**config.mk**
```make
export PLATFORM = sky130hd
export DESIGN_NAME = ex_muldiv
export DESIGN_NICKNAME = d
export VERILOG_FILES = /design/src/rtl/ex_muldiv_pkg.sv /design/src/rtl/ex_muldiv_datapath.sv /design/src/rtl/ex_muldiv.sv
export SDC_FILE = /design/constraint.sdc
export NUM_CORES = 1
export LEC_CHECK = 0
export CAP_MARGIN = 20
export CORE_ASPECT_RATIO = 1.2
export CORE_MARGIN = 4
export CORE_UTILIZATION = 25
export DETAILED_ROUTE_END_ITERATION = 8
export GPL_TIMING_DRIVEN = 0
export SYNTH_ARGS = -nofsm -noshare
export SYNTH_HDL_FRONTEND = slang
export SYNTH_HIERARCHICAL = 1
export SYNTH_SLANG_ARGS = --single-unit
```
**constraint.sdc**
```tcl
create_clock -name clk -period 5.9 [get_ports clk]
set_input_delay 0.885 -clock clk [delete_from_list [all_inputs] [get_ports clk]]
set_output_delay 0.885 -clock clk [all_outputs]
set_load 0.01 [all_outputs]
```
**src/rtl/ex_muldiv_pkg.sv**
```systemverilog
// Shared encodings for the EX-stage multiply/divide unit: op class/op codes, FSM states, widths.
// Build option: MULDIV_FAST_MUL_EN (single-cycle multiply) is consumed by ex_muldiv.
package ex_muldiv_pkg;

  localparam int WORD_W    = 32;
  localparam int OP_HIGH_W = 3;
  localparam int OP_LOW_W  = 8;
  localparam int ITER      = 32;
  localparam int CNT_W     = $clog2(ITER);

  localparam logic [WORD_W-1:0]    ZERO_WORD      = '0;
  localparam logic [OP_HIGH_W-1:0] EX_HIGH_MULDIV = 3'b101;

  localparam logic [OP_LOW_W-1:0] EX_MULDIV_MULT  = 8'h18;
  localparam logic [OP_LOW_W-1:0] EX_MULDIV_MULTU = 8'h19;
  localparam logic [OP_LOW_W-1:0] EX_MULDIV_DIV   = 8'h1A;
  localparam logic [OP_LOW_W-1:0] EX_MULDIV_DIVU  = 8'h1B;

  typedef enum logic [1:0] {
    MULDIV_IDLE = 2'd0,
    MULDIV_BUSY = 2'd1,
    MULDIV_DONE = 2'd2
  } muldiv_state_e;

  function automatic logic op_valid(input logic [OP_LOW_W-1:0] op);
    return (op == EX_MULDIV_MULT) || (op == EX_MULDIV_MULTU) ||
           (op == EX_MULDIV_DIV)  || (op == EX_MULDIV_DIVU);
  endfunction

  function automatic logic op_is_div(input logic [OP_LOW_W-1:0] op);
    return (op == EX_MULDIV_DIV) || (op == EX_MULDIV_DIVU);
  endfunction

  function automatic logic op_is_signed(input logic [OP_LOW_W-1:0] op);
    return (op == EX_MULDIV_MULT) || (op == EX_MULDIV_DIV);
  endfunction

endpackage

```
**src/rtl/ex_muldiv_datapath.sv**
```systemverilog
// Working registers for the iterative unit: shift-add multiplier and restoring divider,
// both stepped together; the controller picks whichever result matches the latched op.
module ex_muldiv_datapath
  import ex_muldiv_pkg::*;
(
  input  logic              clk,
  input  logic              rst,
  input  logic              load,
  input  logic              step,
  input  logic [WORD_W-1:0] op_a,
  input  logic [WORD_W-1:0] op_b,
  output logic [63:0]       prod_next,
  output logic [WORD_W-1:0] quot_next,
  output logic [WORD_W-1:0] rem_next
);

  logic [63:0]       acc_q;
  logic [63:0]       mcand_q;
  logic [WORD_W-1:0] mplier_q;
  logic [WORD_W-1:0] rem_q;
  logic [WORD_W-1:0] quo_q;
  logic [WORD_W-1:0] dvs_q;

  logic [WORD_W:0]   shifted;
  logic              fits;

  // The 33-bit partial remainder is the old remainder with the next dividend bit shifted in.
  always_comb begin
    prod_next = mplier_q[0] ? (acc_q + mcand_q) : acc_q;
    shifted   = {rem_q, quo_q[WORD_W-1]};
    fits      = (shifted >= {1'b0, dvs_q});
    rem_next  = fits ? (shifted[WORD_W-1:0] - dvs_q) : shifted[WORD_W-1:0];
    quot_next = {quo_q[WORD_W-2:0], fits};
  end

  always_ff @(posedge clk) begin
    if (rst) begin
      acc_q    <= '0;
      mcand_q  <= '0;
      mplier_q <= '0;
      rem_q    <= '0;
      quo_q    <= '0;
      dvs_q    <= '0;
    end else if (load) begin
      acc_q    <= '0;
      mcand_q  <= {32'd0, op_a};
      mplier_q <= op_b;
      rem_q    <= '0;
      quo_q    <= op_a;
      dvs_q    <= op_b;
    end else if (step) begin
      acc_q    <= prod_next;
      mcand_q  <= {mcand_q[62:0], 1'b0};
      mplier_q <= {1'b0, mplier_q[WORD_W-1:1]};
      rem_q    <= rem_next;
      quo_q    <= quot_next;
    end
  end

endmodule

```
**src/rtl/ex_muldiv.sv**
```systemverilog
// EX-stage MULT/MULTU/DIV/DIVU unit: FSM, sign handling and HI/LO registers.
// Define MULDIV_FAST_MUL_EN for a single-cycle multiply; divide stays iterative either way.
module ex_muldiv
  import ex_muldiv_pkg::*;
(
  input  logic                 clk,
  input  logic                 rst,
  input  logic [OP_HIGH_W-1:0] ex_alusel,
  input  logic [OP_LOW_W-1:0]  ex_aluop,
  input  logic [WORD_W-1:0]    ex_srcLeft,
  input  logic [WORD_W-1:0]    ex_srcRight,
  input  logic                 stall_ex,
  output logic                 stallreq_ex,
  output logic                 busy,
  output logic                 hilo_we,
  output logic [WORD_W-1:0]    hi,
  output logic [WORD_W-1:0]    lo,
  output muldiv_state_e        state_dbg
);

  // Handshake with CTRL: stallreq_ex holds ID/EX while an op is accepted or iterating; in DONE,
  // stall_ex high keeps us in DONE with results held, and the op leaves only when stall_ex is low.
  muldiv_state_e state_q, state_n;

  logic              op_div, op_sgn;
  logic              start, div_zero, fast_mul, last_iter;
  logic [CNT_W-1:0]  cnt_q;
  logic              div_q, neg_res_q, neg_rem_q, first_q;
  logic [WORD_W-1:0] hi_q, lo_q;
  logic [WORD_W-1:0] a_abs, b_abs;
  logic [63:0]       prod_next, res_fix;
  logic [WORD_W-1:0] quot_next, rem_next;

  assign op_div    = op_is_div(ex_aluop);
  assign op_sgn    = op_is_signed(ex_aluop);
  assign start     = (state_q == MULDIV_IDLE) && (ex_alusel == EX_HIGH_MULDIV) && op_valid(ex_aluop);
  assign div_zero  = start && op_div && (ex_srcRight == ZERO_WORD);
  assign last_iter = (state_q == MULDIV_BUSY) && (cnt_q == CNT_W'(ITER - 1));
  assign a_abs     = (op_sgn && ex_srcLeft[WORD_W-1])  ? -ex_srcLeft  : ex_srcLeft;
  assign b_abs     = (op_sgn && ex_srcRight[WORD_W-1]) ? -ex_srcRight : ex_srcRight;

`ifdef MULDIV_FAST_MUL_EN
  logic [63:0] ext_a, ext_b, prod_fast;
  assign fast_mul  = start && !op_div;
  // Low 64 bits of the product of sign/zero-extended operands are exact for both MULT and MULTU.
  assign ext_a     = op_sgn ? {{32{ex_srcLeft[WORD_W-1]}}, ex_srcLeft}  : {32'd0, ex_srcLeft};
  assign ext_b     = op_sgn ? {{32{ex_srcRight[WORD_W-1]}}, ex_srcRight} : {32'd0, ex_srcRight};
  assign prod_fast = ext_a * ext_b;
`else
  assign fast_mul  = 1'b0;
`endif

  ex_muldiv_datapath u_datapath (
    .clk       (clk),
    .rst       (rst),
    .load      (start && !div_zero && !fast_mul),
    .step      (state_q == MULDIV_BUSY),
    .op_a      (a_abs),
    .op_b      (b_abs),
    .prod_next (prod_next),
    .quot_next (quot_next),
    .rem_next  (rem_next)
  );

  always_ff @(posedge clk) begin
    if (rst) state_q <= MULDIV_IDLE;
    else     state_q <= state_n;
  end

  always_comb begin
    state_n = state_q;
    case (state_q)
      MULDIV_IDLE: begin
        if (div_zero || fast_mul) state_n = MULDIV_DONE;
        else if (start)           state_n = MULDIV_BUSY;
      end
      MULDIV_BUSY: if (last_iter) state_n = MULDIV_DONE;
      MULDIV_DONE: if (!stall_ex) state_n = MULDIV_IDLE;
      default:     state_n = MULDIV_IDLE;
    endcase
  end

  always_comb begin
    stallreq_ex = start || (state_q == MULDIV_BUSY);
    busy        = (state_q != MULDIV_IDLE);
    hilo_we     = (state_q == MULDIV_DONE) && first_q;
  end

  // Magnitudes were iterated; restore signs: quotient/product by sign difference, remainder by dividend.
  always_comb begin
    if (div_q)
      res_fix = {(neg_rem_q ? -rem_next : rem_next), (neg_res_q ? -quot_next : quot_next)};
    else
      res_fix = neg_res_q ? -prod_next : prod_next;
  end

  always_ff @(posedge clk) begin
    if (rst) begin
      cnt_q     <= '0;
      div_q     <= 1'b0;
      neg_res_q <= 1'b0;
      neg_rem_q <= 1'b0;
      first_q   <= 1'b0;
      hi_q      <= ZERO_WORD;
      lo_q      <= ZERO_WORD;
    end else begin
      first_q <= (state_n == MULDIV_DONE) && (state_q != MULDIV_DONE);
      if (start) begin
        cnt_q     <= '0;
        div_q     <= op_div;
        neg_res_q <= op_sgn && (ex_srcLeft[WORD_W-1] ^ ex_srcRight[WORD_W-1]);
        neg_rem_q <= op_sgn && ex_srcLeft[WORD_W-1];
      end
      if (div_zero) begin
        hi_q <= ex_srcLeft;
        lo_q <= 32'hFFFF_FFFF;
      end
`ifdef MULDIV_FAST_MUL_EN
      if (fast_mul) {hi_q, lo_q} <= prod_fast;
`endif
      if (state_q == MULDIV_BUSY) begin
        cnt_q <= cnt_q + CNT_W'(1);
        if (last_iter) {hi_q, lo_q} <= res_fix;
      end
    end
  end

  assign hi        = hi_q;
  assign lo        = lo_q;
  assign state_dbg = state_q;

endmodule

```
==> results.md <==
* Status: completed
* Synth area leader: dfxtp_1
* H-Tree Depth at 2
* Clock Path Buffers at 3
* Reg-to-Reg End: hi[14]
* Min-delay src: lo[15]
* Core ar. at between 0.09 and 0.1 mm²
* HP Class: reg -> reg
* Total gr overflow at 0
* Multi-input logic area at between 0.015 and 0.02 mm²
* Worst-margin pin slew at 1211 ps
* FF+latch count, synth at approximately 330
* Vias in the first global route at between 20,000 and 25,000
* Vias/cell at roughly 5.3
* Port bufs at 146
* Syn Inst Count at 3,092
* Max_cap viols at 0
* Final worst path period need at roughly 5800 ps
* Detailed placement HPWL at just over 80 mm
* F_max at 0.1738 GHz
* Largest net degree at the start of global routing at 14
* TNS Setup at 0 ps
* Most frequent cell after synthesis: nor2_1
* Final-report max-slew violation count at 0
* Final wirelength at slightly above 100 mm
* CP required at 6330 ps
* Hold-critical path endpoint: lo[15]
* Tot Pwr at around 5300 µW
* Asr flop ratio synth at 0%
* Wire length per cell at ~22 µm
* GPL Wtd Cong at between 0.9 and 1
* Final Hold Vio Count at 0
* Initial antenna violation count at 15
* Worst r2r src: u_datapath/mcand_q[0]
* Post-synth top flop: dfxtp_1
* Iter 0 DRT Violations at ~2,300
* Slew headroom at between 15 and 20%
* Syn. warnings at 6
* Die Width at ~300 µm
* Synth area leaders: dfxtp_1 27%, mux2i_1 6.1%, mux2_2 6.1%
* IO Pins at between 100 and 150
* Vias at about 25,000
* Area grow syn2layout at 18.95%
* Worst R2R Setup Slack at ~150 ps
* Nets at between 3,000 and 4,000
* Sequential area share after synthesis at a little over a quarter
* Adder-Cell Fraction of Synth Area at under 10%
* Clk_skew at roughly 36 ps
* Peak VDD IR at around 0.16 mV
* Crit path from: u_datapath/mcand_q[0]
* Syn_nets at approximately 3,300
* First-pass GRT wire length at about 150 mm
* Worst hold slack at ~470 ps
* First-pass iteration count of the detailed router at 6
* Reg2Reg Depth at 20
* Drc violations at 0
* Post-Syn Area at between 0.02 and 0.025 mm²
* Crit path launch type: flop
* Data arrival, critical path at about 6000 ps
* Clock slew at reported path FFs at roughly 60 ps
* Crit. End Element: flop
* Commonest cells in the netlist: 368 x nor2_1, 331 x dfxtp_1, 247 x a21oi_1
* Post-synth EDFFs at 0
* Die height at 354.0 µm
* Clock sinks at roughly 330
* Top-area cell type share of the netlist area at about a quarter
* Setup CP Type: reg -> reg
* Finished Layout Cells at about 4,600
* Worst-path fanout max at 10
* Syn avg cell area at ~8 µm²
* Cts bufs inserted at 40
* All-Layer GR Usage at 18.39%
* Cell leakage power at 0.01205 µW
* Core Rows at 126
* Period Utilization, post-route at between 90% and 100%
* Initial cell density of the core at 25.27%
* Fraction of the mapped netlist area in simple logic gates at 18.25%
* Sequential cell area at about 0.0066 mm²
* Post-synth cell types at 111
* Setup Slack @ Placement at -900.4 ps
* Routed Antenna Nets at 0
* Layout cells sized above 1 at between 10% and 20%
* Root buffer cell: clkbuf_16
* Die area at ~0.10 mm²
* CTS tree: built
* Main combinational cell family by area after synthesis: compound AO/OA/AOI/OAI gates
* Fraction of synthesized area in multiplexers at 13.41%
* Skew-Pair Late Insertion Delay at 590 ps
* Xor/xnor share of the synthesized area at around 8.3%
* Compound-Gate Fraction of Synth Area at about 22%
* Setup WS post-layout at roughly 150 ps
* Placed Cells incl. Taps at roughly 4,500
* # fillers at approximately 11,000
* Pwr Density at about 180 mW/mm²
* Cells on Worst Hold Path at 1
* Final setup vio count at 0
## power breakdown
group          leakage [µW]  total (µW)  internal [µW]  switching (µW)
clock              0.000666        2690           1600            1090
combinational       0.00872         390            139             251
sequential          0.00266        2240           2240            1.80
total                0.0121        5320           3980            1340
## area by class of cell
type                       count  share of cell area [%]
tap                         1280                   5.399
buffer                       211                   3.434
antenna                        5                 0.04218
inverter                     113                   1.430
sequential                   331                   22.34
clock inverter                20                  0.9407
timing repair buffer         163                   5.437
multi-input combinational   2437                   57.24
clock buffer                  50                   3.741
## metal layers
layer | track usage, % | up-vias | share of wire (%)
li1 | - | 11580 | -
met1 | 23.71 | 11740 | 42
met2 | 29.25 | 1028 | 44
met3 | 3.915 | 260 | 8.4
met4 | 8.530 | 18 | 5.6
met5 | 0 | - | 0.11
## how the worst max path moves through the flow
stage                           endpoint  slack (ps)
global route                      hi[14]         -10
detailed placement  u_datapath/acc_q[58]        -900
finish                            hi[14]         150
CTS                               hi[22]           1
floorplan                         hi[26]         800
global placement    u_datapath/acc_q[60]        -970
## layout by cell type, fill, tap and decap left out, drive strengths merged, types with 8 or more instances in the layout
cell type        n
nand4           41
nand3           48
o22ai           14
o31ai           33
a22o            12
mux2i          153
or2             16
a21o            76
clkbuf         176
buf            100
ha             102
and2            14
nor2           369
o41ai           21
nor3            74
o21a           111
dfxtp          331
and3            22
xor2           120
clkdlybuf4s50  146
mux2           155
a21oi          253
a31oi           27
o211ai          16
or4             33
inv            113
xnor2          115
o21ai          131
a21boi          10
nand2          203
o221ai          21
o21bai          14
a221oi          16
or3             19
nor4            49
a211oi          21
nand2b          16
clkinv           8
nor2b           21
## flip-flops by register name, indices dropped and copies added (netlist names), 2 cells and up
register             flops
u_datapath/mplier_q     32
u_datapath/acc_q        64
u_datapath/mcand_q      64
u_datapath/rem_q        32
state_dbg                2
u_datapath/dvs_q        32
cnt_q                    5
u_datapath/quo_q        32
hi                      32
lo                      32
## logic make-up after synthesis
logic type,count (synthesis)
AOI/OAI and AO/OA,831
xor gates and xnor gates,235
adders and majority gates,104
buffers and inverters,324
DFF,331
muxes,311
and+or+nand+nor,956
## per-stage QoR
| stage | area (µm²) | util [%] |
|---|---|---|
| final | 29660 | 30.06 |
| after global routing | 29650 | 30.04 |
| after CTS | 29500 | 29.89 |
| after detailed placement | 28030 | 28.41 |
| after global placement | 28000 | 28.37 |
| after floorplan | 24940 | - |
## critical path, cell delays in order, from the launching register on
cell and delay (ps):
dfxtp_1 340, ha_1 220, fa_1 450, a211oi_2 290
o21bai_1 150, a21oi_4 250, inv_1 80, a21oi_2 200
o21ai_0 220, nor2b_1 150, o21ai_0 110, xor2_1 170
mux2_2 340, or4_1 580, or4_4 440, buf_6 150
or4_4 550, buf_6 170, o31ai_2 260, xor2_1 310
o221ai_1 170
## repair_timing
| action | CTS | global route |
|---|---|---|
| buffers inserted | 4 | 10 |
| resized for setup | 8 | 12 |
| pin swaps | 1 | 6 |
| hold buffers | 0 | 0 |
| setup endpoints to repair | 44 | 57 |
No activity file was read; power rests on OpenSTA's default activity.
